===== config.mk =====
export PLATFORM = sky130hd
export DESIGN_NAME = inta_sequencer
export DESIGN_NICKNAME = d
export VERILOG_FILES = /design/src/rtl/pic_pkg.sv /design/src/rtl/priority_resolver.sv /design/src/rtl/inta_sequencer.sv
export SDC_FILE = /design/constraint.sdc
export NUM_CORES = 1
export LEC_CHECK = 0
export BUFFER_PORTS_ARGS = -buffer_cell sky130_fd_sc_hd__buf_4
export CORE_ASPECT_RATIO = 0.6
export CORE_MARGIN = 4
export CORE_UTILIZATION = 40
export CTS_CLUSTER_SIZE = 24
export DETAILED_ROUTE_END_ITERATION = 10
export PLACE_DENSITY = 0.7
export SETUP_SLACK_MARGIN = 0.1
export SLEW_MARGIN = 0
export SYNTH_ARGS = -nofsm -noshare
export SYNTH_HDL_FRONTEND = slang
export SYNTH_HIERARCHICAL = 1
export SYNTH_SLANG_ARGS = --single-unit

===== constraint.sdc =====
create_clock -name clk -period 4.2 [get_ports clk]
set_clock_uncertainty 0.2 [all_clocks]
set_input_delay 0.84 -clock clk [delete_from_list [all_inputs] [get_ports clk]]
set_output_delay 0.84 -clock clk [all_outputs]
set_load 0.02 [all_outputs]

===== src/rtl/pic_pkg.sv =====
// Shared state encoding, OCW2 command codes and level/priority helpers
// for the interrupt acknowledge sequencer.
package pic_pkg;

  typedef enum logic [1:0] {
    IDLE        = 2'd0,
    PENDING     = 2'd1,
    WAIT_SECOND = 2'd2,
    VECTOR      = 2'd3
  } state_t;

  // OCW2 bits [7:5] = {R, SL, EOI}
  localparam logic [2:0] OCW2_CLR_ROT_AEOI = 3'b000;
  localparam logic [2:0] OCW2_NS_EOI       = 3'b001;
  localparam logic [2:0] OCW2_NOP          = 3'b010;
  localparam logic [2:0] OCW2_SPEC_EOI     = 3'b011;
  localparam logic [2:0] OCW2_SET_ROT_AEOI = 3'b100;
  localparam logic [2:0] OCW2_ROT_NS_EOI   = 3'b101;
  localparam logic [2:0] OCW2_SET_PRIO     = 3'b110;
  localparam logic [2:0] OCW2_ROT_SPEC_EOI = 3'b111;

  localparam logic [2:0] SPURIOUS_LEVEL = 3'd7;
  localparam logic [2:0] RESET_ROTATE   = 3'b111;

  // Rotate right so that bit 0 of the result is bit n of the input.
  function automatic logic [7:0] rotate_right(input logic [7:0] v, input logic [2:0] n);
    logic [15:0] d;
    d = {v, v} >> n;
    return d[7:0];
  endfunction

  function automatic logic [2:0] onehot_to_level(input logic [7:0] v);
    logic [2:0] lvl;
    lvl = 3'd0;
    for (int i = 0; i < 8; i++) begin
      if (v[i]) lvl = 3'(i);
    end
    return lvl;
  endfunction

  function automatic logic [7:0] level_to_onehot(input logic [2:0] lvl);
    return 8'h01 << lvl;
  endfunction

endpackage


===== src/rtl/priority_resolver.sv =====
// Combinational rotated-priority selector: picks the highest-priority request
// strictly above the highest level currently in service (fully nested mode).
module priority_resolver
  import pic_pkg::*;
(
  input  logic [7:0] request,
  input  logic [7:0] highest_level_in_service,
  input  logic [2:0] priority_rotate,
  output logic       candidate_valid,
  output logic [2:0] candidate_level,
  output logic [7:0] candidate_onehot
);

  logic [2:0] shift;
  logic [7:0] rot_req;
  logic [7:0] rot_isr;
  logic [3:0] req_rank;
  logic [3:0] isr_rank;

  // Rank 0 is the highest priority; rank 8 means nothing present.
  always_comb begin
    shift    = priority_rotate + 3'd1;
    rot_req  = rotate_right(request, shift);
    rot_isr  = rotate_right(highest_level_in_service, shift);
    req_rank = 4'd8;
    isr_rank = 4'd8;
    for (int i = 7; i >= 0; i--) begin
      if (rot_req[i]) req_rank = 4'(i);
      if (rot_isr[i]) isr_rank = 4'(i);
    end
    candidate_valid  = (req_rank < isr_rank);
    candidate_level  = req_rank[2:0] + shift;
    candidate_onehot = candidate_valid ? level_to_onehot(candidate_level) : 8'h00;
  end

endmodule


===== src/rtl/inta_sequencer.sv =====
// INTA handshake sequencer: raises int_out, answers the two INTA pulses with
// ISR/IRR updates and the vector, and executes OCW2 EOI/rotation commands.
module inta_sequencer
  import pic_pkg::*;
(
  input  logic       clk,
  input  logic       rst,
  input  logic [7:0] request,
  input  logic [7:0] in_service_register,
  input  logic [7:0] highest_level_in_service,
  input  logic       inta_strobe,
  input  logic       ocw2_write,
  input  logic [7:0] ocw2_data,
  input  logic [4:0] vector_base,
  input  logic       auto_eoi,
  output logic       int_out,
  output logic [7:0] interrupt,
  output logic [7:0] end_of_interrupt,
  output logic [2:0] priority_rotate,
  output logic [7:0] clear_request,
  output logic [7:0] vector_out,
  output logic       vector_valid,
  output state_t     fsm_state
);

  // Handshake: int_out holds until the first inta_strobe; the cycle after each
  // strobe carries its one-cycle response (interrupt/clear_request, then
  // vector_valid with vector_out). Strobes outside PENDING/WAIT_SECOND are ignored.

  state_t     state, state_next;
  logic       int_out_next;
  logic [7:0] interrupt_next, clear_next, eoi_next;
  logic [2:0] rotate_next;
  logic [7:0] vector_out_next;
  logic       vector_valid_next;
  logic [2:0] latched_level, latched_next;
  logic       spurious, spurious_next;
  logic       rotate_aeoi, rotate_aeoi_next;

  logic       cand_valid;
  logic [2:0] cand_level;
  logic [7:0] cand_onehot;
  logic [2:0] ocw_level;
  logic [7:0] ns_target;
  logic       ocw2_unused;

  assign ocw_level   = ocw2_data[2:0];
  assign ocw2_unused = ^ocw2_data[4:3];
  // Only clear a level the ISR actually holds.
  assign ns_target   = highest_level_in_service & in_service_register;
  assign fsm_state   = state;

  priority_resolver u_resolver (
    .request                  (request),
    .highest_level_in_service (highest_level_in_service),
    .priority_rotate          (priority_rotate),
    .candidate_valid          (cand_valid),
    .candidate_level          (cand_level),
    .candidate_onehot         (cand_onehot)
  );

  always_comb begin
    state_next        = state;
    int_out_next      = int_out;
    interrupt_next    = 8'h00;
    clear_next        = 8'h00;
    eoi_next          = 8'h00;
    vector_valid_next = 1'b0;
    vector_out_next   = vector_out;
    latched_next      = latched_level;
    spurious_next     = spurious;
    rotate_next       = priority_rotate;
    rotate_aeoi_next  = rotate_aeoi;

    case (state)
      IDLE: begin
        if (cand_valid) begin
          state_next   = PENDING;
          int_out_next = 1'b1;
        end
      end
      PENDING: begin
        if (inta_strobe) begin
          state_next   = WAIT_SECOND;
          int_out_next = 1'b0;
          if (cand_valid) begin
            latched_next   = cand_level;
            spurious_next  = 1'b0;
            interrupt_next = cand_onehot;
            clear_next     = cand_onehot;
          end else begin
            latched_next  = SPURIOUS_LEVEL;
            spurious_next = 1'b1;
          end
        end
      end
      WAIT_SECOND: begin
        if (inta_strobe) begin
          state_next        = VECTOR;
          vector_out_next   = {vector_base, latched_level};
          vector_valid_next = 1'b1;
          if (auto_eoi && !spurious) begin
            eoi_next = level_to_onehot(latched_level);
            if (rotate_aeoi) rotate_next = latched_level;
          end
        end
      end
      VECTOR:  state_next = IDLE;
      default: state_next = IDLE;
    endcase

    // OCW2 is applied after the FSM so its rotation overrides an AEOI rotation.
    if (ocw2_write) begin
      case (ocw2_data[7:5])
        OCW2_NS_EOI: eoi_next = eoi_next | ns_target;
        OCW2_SPEC_EOI: eoi_next = eoi_next | level_to_onehot(ocw_level);
        OCW2_ROT_NS_EOI: begin
          if (|ns_target) begin
            eoi_next    = eoi_next | ns_target;
            rotate_next = onehot_to_level(ns_target);
          end
        end
        OCW2_ROT_SPEC_EOI: begin
          eoi_next    = eoi_next | level_to_onehot(ocw_level);
          rotate_next = ocw_level;
        end
        OCW2_SET_PRIO:     rotate_next = ocw_level;
        OCW2_SET_ROT_AEOI: rotate_aeoi_next = 1'b1;
        OCW2_CLR_ROT_AEOI: rotate_aeoi_next = 1'b0;
        OCW2_NOP:          ;
        default:           ;
      endcase
    end
  end

  always_ff @(posedge clk or negedge rst) begin
    if (!rst) begin
      state            <= IDLE;
      int_out          <= 1'b0;
      interrupt        <= 8'h00;
      clear_request    <= 8'h00;
      end_of_interrupt <= 8'h00;
      priority_rotate  <= RESET_ROTATE;
      vector_out       <= 8'h00;
      vector_valid     <= 1'b0;
      latched_level    <= 3'd0;
      spurious         <= 1'b0;
      rotate_aeoi      <= 1'b0;
    end else begin
      state            <= state_next;
      int_out          <= int_out_next;
      interrupt        <= interrupt_next;
      clear_request    <= clear_next;
      end_of_interrupt <= eoi_next;
      priority_rotate  <= rotate_next;
      vector_out       <= vector_out_next;
      vector_valid     <= vector_valid_next;
      latched_level    <= latched_next;
      spurious         <= spurious_next;
      rotate_aeoi      <= rotate_aeoi_next;
    end
  end

endmodule


# Word-level counts from Yosys, hierarchy flattened
# Index checks and enable logic that the tools add are counted.
# totals
regBits,36
output_inout_bits,39
word_cells,98
inputBits,42
# classes
mux,51
order_cmp,1
shifts,5
bitwise,3
add_sub_neg,2
reduce_logical,14
eq_ne,12
# ops
operator,n
two-way mux 4 bit,16
two-way mux 8 bit,8
two-way mux 3 bit,13
>> shifter 16 x 3 -> 8 bit,2
case mux 8 bit (3 select lines),1
<< shifter 1 x 3 -> 8 bit (first input constant),3
bitwise OR 8 bit,2
equality test 3 bit (second input constant),4
AND 8 bit,1
case mux 2 bit (4 select lines),1
OR reduction 8 bit,1
two-way mux 1 bit,6
two-way mux 2 bit,3
!= test 2 bit (second input constant),3
case mux 3 bit (2 select lines),1
AND reduction 2 bit,3
AND reduction 3 bit,2
equality test 2 bit (second input constant),2
< comparator 4 bit,1
case mux 1 bit (2 select lines),2
nonzero test 2 bit,2
OR reduction 2 bit,2
adder 3 x 1 -> 3 bit (second input constant),1
adder 3 bit,1
7 further kinds,7

# Logic depth before layout (Yosys ltp)
# Gate-level depths: netlist (run 1).
# depth
depth_word,15
mapped_depth,17

# By module
# The synthesis (run 1) kept the hierarchy.
# by_module_without_submodules
module,instances,cells_each,seq_area_each_um2,area_each_um2
inta_sequencer,1,171,904.6,1773.0
priority_resolver,1,109,0.0,973.4

# Worst setup path before layout (run 1)
# OpenSTA, ideal clock, no wires.
# synth_path
path_kind,reg2reg
start,register priority_rotate[0]
end,"register state[1], in the netlist fsm_state[1]"
setup_time_ns,0.125
arrival_ns,3.873
stages_incl_launch_ff,17
slack_ns,0.002
cell_sequence,dfstp_2 ha_1 buf_6 buf_2 mux4_2 nor2_1 inv_1 nor3_1 and3_1 nor2_1 ha_1 nand3_1 a41oi_2 nor2b_1 nand2b_1 o21ai_0 mux2_2
# synth_via
elab_chain_len,13
# synth_rtl
item,line,source
"start, declared",inta_sequencer.sv:19,"output logic [2:0] priority_rotate,"
"start signal, assigned",inta_sequencer.sv:155,priority_rotate <= rotate_next;
adder 3 x 1 -> 3 bit *,priority_resolver.sv:22,shift = priority_rotate + 3'd1;
>> shifter 16 x 3 -> 8 bit,pic_pkg.sv:28,"d = {v, v} >> n;"
"two-way mux 4 bit, on equally long branches (8 in series)","priority_resolver.sv:28, priority_resolver.sv:29",
< comparator 4 bit *,priority_resolver.sv:31,candidate_valid = (req_rank < isr_rank);
net cand_valid,inta_sequencer.sv:40,logic cand_valid;
!= test 2 bit (no line) *,--,
AND reduction 3 bit (no line) *,--,
"end signal, assigned",inta_sequencer.sv:150,state <= state_next;
"end, declared",inta_sequencer.sv:30,"state_t state, state_next;"
# Mark *: on every way through the listed nets, which the timed path passes. The rest lies on a longest branch.
# A chain may end at the register's enable or synchronous reset.

# Final worst setup path (run 1)
# layout_path
start,register priority_rotate[1]
end,"register state[1], in the netlist fsm_state[1]"
# Same word-level chain as after synthesis.

==> results of run 1 <==
[cell type report]
type	instances	area share (%)
Sequential cell	36	25.1
Multi-Input combinational cell	218	48.4
Inverter	13	1.35
Timing Repair Buffer	85	17.9
Clock buffer	7	3.96
Tap cell	87	3.02
Clock inverter	1	0.208
[sequential cells by signal (all words and copies together), names as in the netlist, 2 cells and up]
name,flops
clear_request,8
end_of_interrupt,8
fsm_state,2
latched_level,3
priority_rotate,3
vector_out,8
[stage by stage]
stage,area (sq um),std cells,setup WS [ns]
after floorplan,2770,280,0.110
after global placement,3410,438,0.156
after detailed placement,3410,438,0.0747
after CTS,3560,446,0.173
after global routing,3600,447,0.105
final,3600,447,0.317
[routing by layer]
| metal | vias up | wire (um) | GRT usage [%] |
|---|---|---|---|
| met3 | 5 | 421 | 3.17 |
| met4 | 0 | 39 | 2.73 |
| met5 | - | 0 | 0 |
| met2 | 73 | 2850 | 22.9 |
| li1 | 1183 | - | - |
| met1 | 1154 | 3380 | 27.4 |
[what timing repair did]
action                                  in CTS  in global routing
gates resized for setup                      1                  9
cloned                                       0                  0
buffers inserted                             0                  1
endpoints found under the setup margin       1                 14
pin swaps                                    0                  0
hold buffers                                 0                  0
[power groups by stage]
stage	combinational, W	clock, W	sequential [W]
finish	0.00172	0.000372	0.000536
global route	0.00190	0.000397	0.000550
CTS	0.00167	0.000375	0.000535
detailed placement	0.00166	0	0.000540
global placement	0.00162	0	0.000534
floorplan	0.00113	0	0.000611
[cell usage after synthesis, types with 3 or more instances]
cell type  count  area share, %
nand2b_1       9            2.0
o22ai_1        8            1.8
nor3b_2        4            1.8
a31oi_1        4           0.91
mux4_2         8            6.6
a21oi_1       11            2.0
buf_4          8            2.2
and2_1         8            1.8
inv_1         12            1.6
dfrtp_1       33             30
nand4_1        4           0.91
nor3_1         7            1.3
dfstp_2        3            2.9
o21ai_0       11            2.0
nor2_1        20            2.7
ha_1           9            4.1
nand3_1        5           0.91
nor2b_1       10            2.3
nand2_1       30            4.1
mux2i_1       15            5.5
mux2_2        13            5.3
o221ai_1       3           0.96
[cell families after synthesis]
kind of cell    after synthesis  share of synthesized area (%)
compound gates               57                           14.1
xor+xnor                      3                           1.64
fa+ha+maj                    11                           5.24
buf+inv                      26                           5.28
flops                        36                           32.9
mux                          38                           19.3
simple gates                109                           21.5
[final timing paths]
check | end | cells after the start | startpoint | slack (ns)
worst max-delay path | fsm_state[1]$_DFFE_PN0P_ | 13 | priority_rotate[1]$_DFF_PN1_ | 0.32
worst min-delay path | spurious$_DFFE_PN0P_ | 2 | spurious$_DFFE_PN0P_ | 0.30
max in group asynchronous | priority_rotate[2]$_DFF_PN1_ | 1 | rst | 3.14
worst min register to register | spurious$_DFFE_PN0P_ | 2 | spurious$_DFFE_PN0P_ | 0.30
worst max register to register | fsm_state[1]$_DFFE_PN0P_ | 13 | priority_rotate[1]$_DFF_PN1_ | 0.32
min in group asynchronous | int_out$_DFFE_PN0P_ | 1 | rst | 0.31
[worst max-delay path: stages, from the launching register on]
cell      delay [ns]
dfstp_2         0.55
ha_2            0.31
buf_4           0.18
mux4_2          0.48
nor4_2          0.41
or3_1           0.16
nand2_1         0.06
ha_1            0.30
nand3_1         0.13
a41oi_4         0.26
nor2b_4         0.07
nand2b_1        0.17
o21ai_1         0.13
mux2_2          0.36
==> impl_metrics.env, run 1 <==
export IMPL_die_area_sq_um=8300
export IMPL_cell_internal_pwr_w=0.00150
export IMPL_worst_ir_drop_on_vdd_mv=0.367
export IMPL_power_frac_clock_pct=14.1
export IMPL_worst_path_max_fanout=7
export IMPL_power_share_combinational_pct=65.5
export IMPL_die_height_um=72.2
export IMPL_boundary_pins=81
export IMPL_cts_buffers_inserted=5
export IMPL_synth_edff_count=0
export IMPL_final_setup_viol_count=0
export IMPL_max_clock_freq_mhz=258
export IMPL_drive_above_1_share_pct=37.5
export IMPL_criticalPathCategory="register to register"
export IMPL_number_of_inserted_diodes=0
export IMPL_final_core_util_pct=54.0
export IMPL_drtAntennaViolNets=0
export IMPL_cts_tree="done"
export IMPL_final_wtd_congestion=0.848
export IMPL_grt_antenna_before_repair=0
export IMPL_clock_slew_at_the_register_clock_pins_of_the_worst_setup_and_hold_paths_ns=0.06
export IMPL_total_global_routing_track_utilization_pct=16.8
export IMPL_ys_seq_area_share_pct=32.9
export IMPL_cp_arrival_ns=3.84
export IMPL_total_power_w=0.00263
export IMPL_floorplan_initialDensity_pct=41.1
export IMPL_most_common_layout_cells="83 x buf_4, 33 x dfrtp_1, 30 x nand2_1"
export IMPL_area_sequential_sq_um=905
export IMPL_min_period_ns=3.88
export IMPL_power_density_nw_per_um2=730
export IMPL_mappedNetlistArea_sq_um=2750
export IMPL_async_set_or_reset_flop_fraction_in_the_synthesized_netlist_pct=100
export IMPL_dp_hpwl_mm=5.40
export IMPL_multi_input_combinational_cell_area_sq_um=1740
export IMPL_grt_pass1_vias=2251
export IMPL_clock_root_buffer="clkbuf_16"
export IMPL_postSynth_topFlopCell="dfrtp_1"
export IMPL_finalNetCount=411
export IMPL_power_leakage_nw=1.70
export IMPL_power_switching_w=0.00113
export IMPL_synth_seq_cells=36
export IMPL_post_synth_cell_area_avg_sq_um=9.81
export IMPL_final_common_cell="buf_4"
export IMPL_detail_route_iter0_violations=228
export IMPL_detail_route_drc_violations=0
export IMPL_grt_first_pass_wirelength_mm=11.4
export IMPL_total_of_max_cap_violations=0
export IMPL_growth_of_design_area_from_synthesis_to_finish_pct=31.2
export IMPL_hold_path_class="register to register"
export IMPL_relSlewSlack_pct=57.4
export IMPL_seqPwrFrac_pct=20.4
export IMPL_routedWlPerCell_um=15.0
export IMPL_placeableCoreArea_sq_um=6680
export IMPL_status="completed"
export IMPL_yosysWarningCount=6
export IMPL_clock_path_buffers=2
export IMPL_via_count=2415
export IMPL_setup_worst_path_end_class="register"
export IMPL_critPathRequiredTime_ns=4.16
export IMPL_clock_tree_htree_level_count=2
export IMPL_hold_slack_ns=0.301
export IMPL_critical_path_startpoint_type="register"
export IMPL_report_final_slew_viol_count=0
export IMPL_chipWidth_um=115
export IMPL_post_synth_inst_count=280
export IMPL_grt_max_degree=37
export IMPL_postSynthNetCount=332
export IMPL_timing_setup_tns_ns=0
export IMPL_final_min_period_over_clock_period_pct=92.4
export IMPL_p_sw_share_pct=42.9
export IMPL_setup_repair_after_global_routing_missed_its_margin="false"
export IMPL_place_port_buffers=78
export IMPL_drt_pass1_iterations=4
export IMPL_layout_filler_cells=597
export IMPL_timing_final_hold_violations=0
export IMPL_max_slew_worst_pin_slew_ns=0.635
export IMPL_overflow=0
export IMPL_rows=23
export IMPL_drt_total_wl_mm=6.69
export IMPL_cts_num_sinks=36
export IMPL_post_synth_num_cell_types=58
export IMPL_insertion_delay_ns=0.27
export IMPL_vias_per_cell=5.40
No activity file was read; power rests on OpenSTA's default activity.
==> inputs of run 2 (changes only) <==
--- a/config.mk
+++ b/config.mk
@@ -11,7 +11,7 @@
 export CORE_UTILIZATION = 40
 export CTS_CLUSTER_SIZE = 24
 export DETAILED_ROUTE_END_ITERATION = 10
-export PLACE_DENSITY = 0.7
+export PLACE_DENSITY = 0.67
 export SETUP_SLACK_MARGIN = 0.1
 export SLEW_MARGIN = 0
 export SYNTH_ARGS = -nofsm -noshare
==> constraint.sdc (replaced) <==
create_clock -name clk -period 3.8 [get_ports clk]
set_clock_uncertainty 0.2 [all_clocks]
set_input_delay 0.76 -clock clk [delete_from_list [all_inputs] [get_ports clk]]
set_output_delay 0.76 -clock clk [all_outputs]
set_load 0.02 [all_outputs]
==> run 2 against run 1 <==
- combinational power up 34%
- critical path type unchanged
- worst setup slack worse by 0.22 ns
- sequential power up 9.9%
- clock-buffer cell count down 2
- sequential share of layout area down 1.7 points
- first-iteration DRC count down 47%
- highest routed layer unchanged
- wire length up 11%
==> impl_metrics.env, run 2 (synthesis results as in run 1) <==
export IMPL_drive_above_1_share_pct=45.1
export IMPL_placeableCoreArea_sq_um=6680
export IMPL_groute_layer_met3_usage_pct=4.33
export IMPL_relSlewSlack_pct=70.3
export IMPL_critPathRequiredTime_ns=3.76
export IMPL_clock_tree_htree_level_count=2
export IMPL_cp_arrival_ns=3.66
export IMPL_gr_max_usage_layer="met1"
export IMPL_final_min_period_over_clock_period_pct=97.3
export IMPL_status="completed"
export IMPL_dp_hpwl_mm=5.71
export IMPL_cts_hold_buffers=0
export IMPL_clock_root_buffer="clkbuf_16"
export IMPL_largestRegisters="clear_request (8), end_of_interrupt (8), vector_out (8)"
export IMPL_grt_antenna_before_repair=0
export IMPL_number_of_inserted_diodes=0
export IMPL_critical_path_startpoint_type="register"
export IMPL_timing_final_hold_violations=0
export IMPL_drtAntennaViolNets=0
export IMPL_vias_per_cell=5.38
export IMPL_grt_first_pass_wirelength_mm=11.7
export IMPL_worst_path_max_fanout=6
export IMPL_most_common_layout_cells="101 x buf_4, 33 x dfrtp_1, 27 x nand2_1"
export IMPL_growth_of_design_area_from_synthesis_to_finish_pct=40.6
export IMPL_final_setup_viol_count=0
export IMPL_drt_pass1_iterations=4
export IMPL_met1_global_route_usage_pct=26.8
export IMPL_overflow=0
export IMPL_report_final_slew_viol_count=0
export IMPL_boundary_pins=81
export IMPL_cts_tree="done"
export IMPL_drt_total_wl_mm=7.41
export IMPL_detail_route_iter0_violations=121
export IMPL_power_density_nw_per_um2=872
export IMPL_criticalPathCategory="register to register"
export IMPL_clock_slew_at_the_register_clock_pins_of_the_worst_setup_and_hold_paths_ns=0.06
export IMPL_final_core_util_pct=57.8
export IMPL_max_clock_freq_mhz=270
export IMPL_insertion_delay_ns=0.28
export IMPL_cts_buffers_inserted=5
export IMPL_grt_pass1_vias=2413
export IMPL_total_global_routing_track_utilization_pct=17.8
export IMPL_clock_path_buffers=2
export IMPL_setup_worst_path_end_class="register"
export IMPL_detail_route_drc_violations=0
export IMPL_final_common_cell="buf_4"
export IMPL_min_period_ns=3.70
export IMPL_power_leakage_nw=1.82
export IMPL_total_power_w=0.00337
export IMPL_max_slew_worst_pin_slew_ns=0.433
export IMPL_via_count=2509
export IMPL_hold_path_class="input port to async pin"
export IMPL_setup_repair_after_global_routing_missed_its_margin="true"
export IMPL_rows=23
export IMPL_die_height_um=72.2
export IMPL_finalNetCount=430
export IMPL_cts_num_sinks=36
export IMPL_met2_usage_in_global_routing_pct=26.5
export IMPL_routedWlPerCell_um=15.9
export IMPL_die_area_sq_um=8300
export IMPL_grt_max_degree=37
export IMPL_worst_ir_drop_on_vdd_mv=0.449
export IMPL_chipWidth_um=115
export IMPL_final_wtd_congestion=0.875
export IMPL_total_of_max_cap_violations=0
export IMPL_floorplan_initialDensity_pct=41.1
export IMPL_place_port_buffers=78
==> run 2: metrics by stage <==
step / TNS (ns) / worst slack (ns) / std cells / cell area (sq um) / hold slack (ns)
after CTS: 0 / 0.0987 / 463 / 3770 / 0.242
after detailed placement: -0.0372 / -0.0371 / 448 / 3530 / 0.283
after floorplan: -0.0442 / -0.0442 / 280 / 2810 / 0.243
after global routing: -0.0318 / -0.0214 / 466 / 3860 / 0.272
after global placement: -0.00859 / -0.00859 / 448 / 3530 / 0.271
final: 0 / 0.102 / 466 / 3860 / 0.220
==> run 2: layout make-up <==
type	count	area, sq um
Clock buffer	5	125
Inverter	13	48.8
Sequential cell	36	905
Clock inverter	3	42.5
Timing Repair Buffer	103	790
Fill cell	561	2820
Tap cell	87	109
Multi-Input combinational cell	219	1840
==> run 2: worst paths after layout <==
| path | end | start | cells after the start | slack, ns |
|---|---|---|---|---|
| max | fsm_state[1]$_DFFE_PN0P_ | priority_rotate[0]$_DFF_PN1_ | 13 | 0.10 |
| min | end_of_interrupt[5]$_DFF_PN0_ | rst | 1 | 0.22 |
| max reg2reg | fsm_state[1]$_DFFE_PN0P_ | priority_rotate[0]$_DFF_PN1_ | 13 | 0.10 |
| min reg2reg | spurious$_DFFE_PN0P_ | spurious$_DFFE_PN0P_ | 2 | 0.29 |
| max in group asynchronous | priority_rotate[1]$_DFF_PN1_ | rst | 1 | 2.83 |
| min in group clk | spurious$_DFFE_PN0P_ | spurious$_DFFE_PN0P_ | 2 | 0.29 |
==> run 2: metal layers <==
metal	part of all wire [%]	vias to the layer above
li1	-	1222
met1	50	1193
met2	42	92
met3	7.8	2
met4	0.19	0
met5	0	-
==> run 2: report_power, final <==
group          internal [W]  switching [W]
combinational       0.00116        0.00115
sequential         0.000498      0.0000910
clock              0.000308       0.000157
total               0.00196        0.00140
==> run 2: repair_timing <==
item	CTS	global route
buffers inserted	6	3
gates cloned	1	0
pin swaps	7	13
setup endpoints to repair	9	14
gates resized for setup	7	19
==> run 2: worst max-delay path: stages, from the launching register on <==
cell and delay [ns]:
dfstp_2 0.58, ha_4 0.20, mux4_2 0.52, or2_1 0.24
or2_4 0.24, or3_1 0.30, nand2_1 0.08, ha_1 0.24
a21o_1 0.17, a21oi_2 0.15, nor2b_4 0.20, nand2b_4 0.15
o21ai_2 0.06, mux2_2 0.26
==> inputs of run 3 (changes only) <==
--- a/config.mk
+++ b/config.mk
@@ -6,7 +6,6 @@
 export NUM_CORES = 1
 export LEC_CHECK = 0
 export BUFFER_PORTS_ARGS = -buffer_cell sky130_fd_sc_hd__buf_4
-export CORE_ASPECT_RATIO = 0.6
 export CORE_MARGIN = 4
 export CORE_UTILIZATION = 40
 export CTS_CLUSTER_SIZE = 24
==> run 3 against run 2 <==
- final area is 2.9% lower
- worst setup slack improved by 0.042 ns
- global-route usage decreased by 1.5 points
- clock-buffer cell count up 2
- critical path type unchanged
- largest cell class unchanged
==> impl_metrics.env, run 3 (synthesis results as in run 1) <==
export IMPL_final_setup_viol_count=0
export IMPL_worst_r2r_cell_count=13
export IMPL_final_cell_count_no_fill=454
export IMPL_grt_first_pass_wirelength_mm=11.1
export IMPL_report_final_slew_viol_count=0
export IMPL_finalWorstSetupSlack_ns=0.144
export IMPL_vias_per_cell=5.47
export IMPL_growth_of_design_area_from_synthesis_to_finish_pct=36.5
export IMPL_fin_area_sq_um=3750
export IMPL_total_of_max_cap_violations=0
export IMPL_timing_final_hold_violations=0
export IMPL_critical_path_startpoint_type="register"
export IMPL_relSlewSlack_pct=54.2
export IMPL_rr_endpoint="fsm_state[1]$_DFFE_PN0P_"
export IMPL_dpl_instance_area_sq_um=3520
export IMPL_die_height_um=90.9
export IMPL_largestRegisters="clear_request (8), end_of_interrupt (8), vector_out (8)"
export IMPL_number_of_inserted_diodes=0
export IMPL_clock_root_buffer="clkbuf_8"
export IMPL_critical_path_cell_chain="ha_4, mux4_2, or2_1, or2_4, or3_1, nand2_2, ha_4, a21o_1, a21oi_2, nor2b_4, nand2b_4, o21ai_2, mux2_2"
export IMPL_total_global_routing_track_utilization_pct=16.3
export IMPL_status="completed"
export IMPL_floorplan_initialDensity_pct=42.3
export IMPL_detail_route_drc_violations=0
export IMPL_beginning_of_the_worst_register_to_register_path="priority_rotate[0]$_DFF_PN1_"
export IMPL_final_wtd_congestion=0.842
export IMPL_criticalPathCategory="register to register"
export IMPL_drtAntennaViolNets=0
export IMPL_critPathRequiredTime_ns=3.77
export IMPL_power_density_nw_per_um2=828
export IMPL_via_count=2483
export IMPL_cts_hold_buffers=0
export IMPL_layout_filler_cells=586
export IMPL_crit_top_cell="ha_4"
export IMPL_dp_hpwl_mm=5.19
export IMPL_final_common_cell="buf_4"
export IMPL_drive_above_1_share_pct=43.5
export IMPL_chipWidth_um=90.9
export IMPL_placeableCoreArea_sq_um=6490
export IMPL_grt_max_degree=37
export IMPL_finalNetCount=428
export IMPL_insertion_delay_ns=0.28
export IMPL_max_clock_freq_mhz=274
export IMPL_place_detailed_instances=437
export IMPL_cts_num_sinks=36
export IMPL_most_common_layout_cells="98 x buf_4, 33 x dfrtp_1, 29 x nand2_1"
export IMPL_overflow=0
export IMPL_cts_buffers_inserted=5
export IMPL_final_min_period_over_clock_period_pct=96.2
export IMPL_grt_pass1_vias=2466
export IMPL_die_area_sq_um=8260
export IMPL_worst_path_max_fanout=4
export IMPL_reg2reg_setup_slack_ns=0.14
export IMPL_cts_tree="done"
export IMPL_hold_path_class="input port to async pin"
export IMPL_pre_cts_slack_ns=-0.0465
export IMPL_drt_pass1_iterations=4
export IMPL_grt_antenna_before_repair=0
export IMPL_boundary_pins=81
export IMPL_rows=29
export IMPL_clock_tree_htree_level_count=2
export IMPL_min_period_ns=3.66
export IMPL_detail_route_iter0_violations=96
export IMPL_routedWlPerCell_um=14.7
export IMPL_power_leakage_nw=1.78
export IMPL_clock_path_buffers=2
export IMPL_worst_ir_drop_on_vdd_mv=0.328
export IMPL_setup_repair_after_global_routing_missed_its_margin="true"
export IMPL_place_port_buffers=78
export IMPL_clock_slew_at_the_register_clock_pins_of_the_worst_setup_and_hold_paths_ns=0.07
export IMPL_setup_worst_path_end_class="register"
export IMPL_max_slew_worst_pin_slew_ns=0.682
export IMPL_drt_total_wl_mm=6.69
export IMPL_timing_critical_path_slowest_stage_cell="dfstp_2"
export IMPL_critical_path_max_stage_delay_ns=0.60
export IMPL_hold_slack_ns=0.216
export IMPL_cp_arrival_ns=3.63
-- run 3: cell types whose count changed in the layout (fill, tap and decap cells not counted), sizes merged --
cell / delta
bufinv: -1
buf: -2
clkinv: -1
clkbuf: +2
-- run 3: worst max path at each step --
stage	depth (start not counted)	slack (ns)	start	end
detailed placement	13	-0.05	request[6]	fsm_state[1]$_DFFE_PN0P_
floorplan	14	-0.04	priority_rotate[0]$_DFF_PN1_	fsm_state[1]$_DFFE_PN0P_
finish	13	0.14	priority_rotate[0]$_DFF_PN1_	fsm_state[1]$_DFFE_PN0P_
CTS	13	0.09	priority_rotate[0]$_DFF_PN1_	fsm_state[1]$_DFFE_PN0P_
global placement	13	-0.03	request[6]	fsm_state[1]$_DFFE_PN0P_
global route	16	-0.02	priority_rotate[0]$_DFF_PN1_	fsm_state[1]$_DFFE_PN0P_
-- run 3: timing repair --
item,4_1_cts,5_1_grt
resized for setup,7,10
endpoints found under the setup margin,11,15
setup buffers,5,3
gates cloned,1,0
pin swaps,8,8
-- run 3: critical path: cells and delay by family, from the launching register on --
kind                       cells  cell delay, ns
and+or+nand+nor                6            1.19
DFF                            1            0.60
AOI/OAI and AO/OA              3            0.36
muxes                          2            0.78
adders and majority gates      2            0.39
-- run 3: stage by stage --
step                      power (W)  setup TNS, ns  utilization, %
after floorplan             0.00198        -0.0442               -
after global placement      0.00252        -0.0260            54.2
after detailed placement    0.00256        -0.0532            54.2
after CTS                   0.00298              0            56.7
after global routing        0.00335        -0.0361            57.7
final                       0.00310              0            57.7
-- run 3: report_power, final --
group,switching (W),internal [W],leakage [nW]
sequential,0.0000904,0.000497,0.456
combinational,0.00109,0.00114,1.28
clock,0.000131,0.000147,0.0445
-- run 3: final cells by class --
cell class,count,area (sq um),area share [%]
multi-input combinational,219,1820,48.5
sequential,36,905,24.1
timing repair buffer,101,787,21.0
tap,77,96.3,2.57
clock buffer,7,86.3,2.30
inverter,13,48.8,1.30
clock inverter,1,7.51,0.200
-- run 3: metal layers --
layer / vias up / global-route usage [%] / wire length (um)
met2: 68 / 28.6 / 3390
met4: 0 / 4.52 / 86
met3: 9 / 3.08 / 347
met5: - / 0 / 0
li1: 1216 / - / -
met1: 1190 / 20.5 / 2860
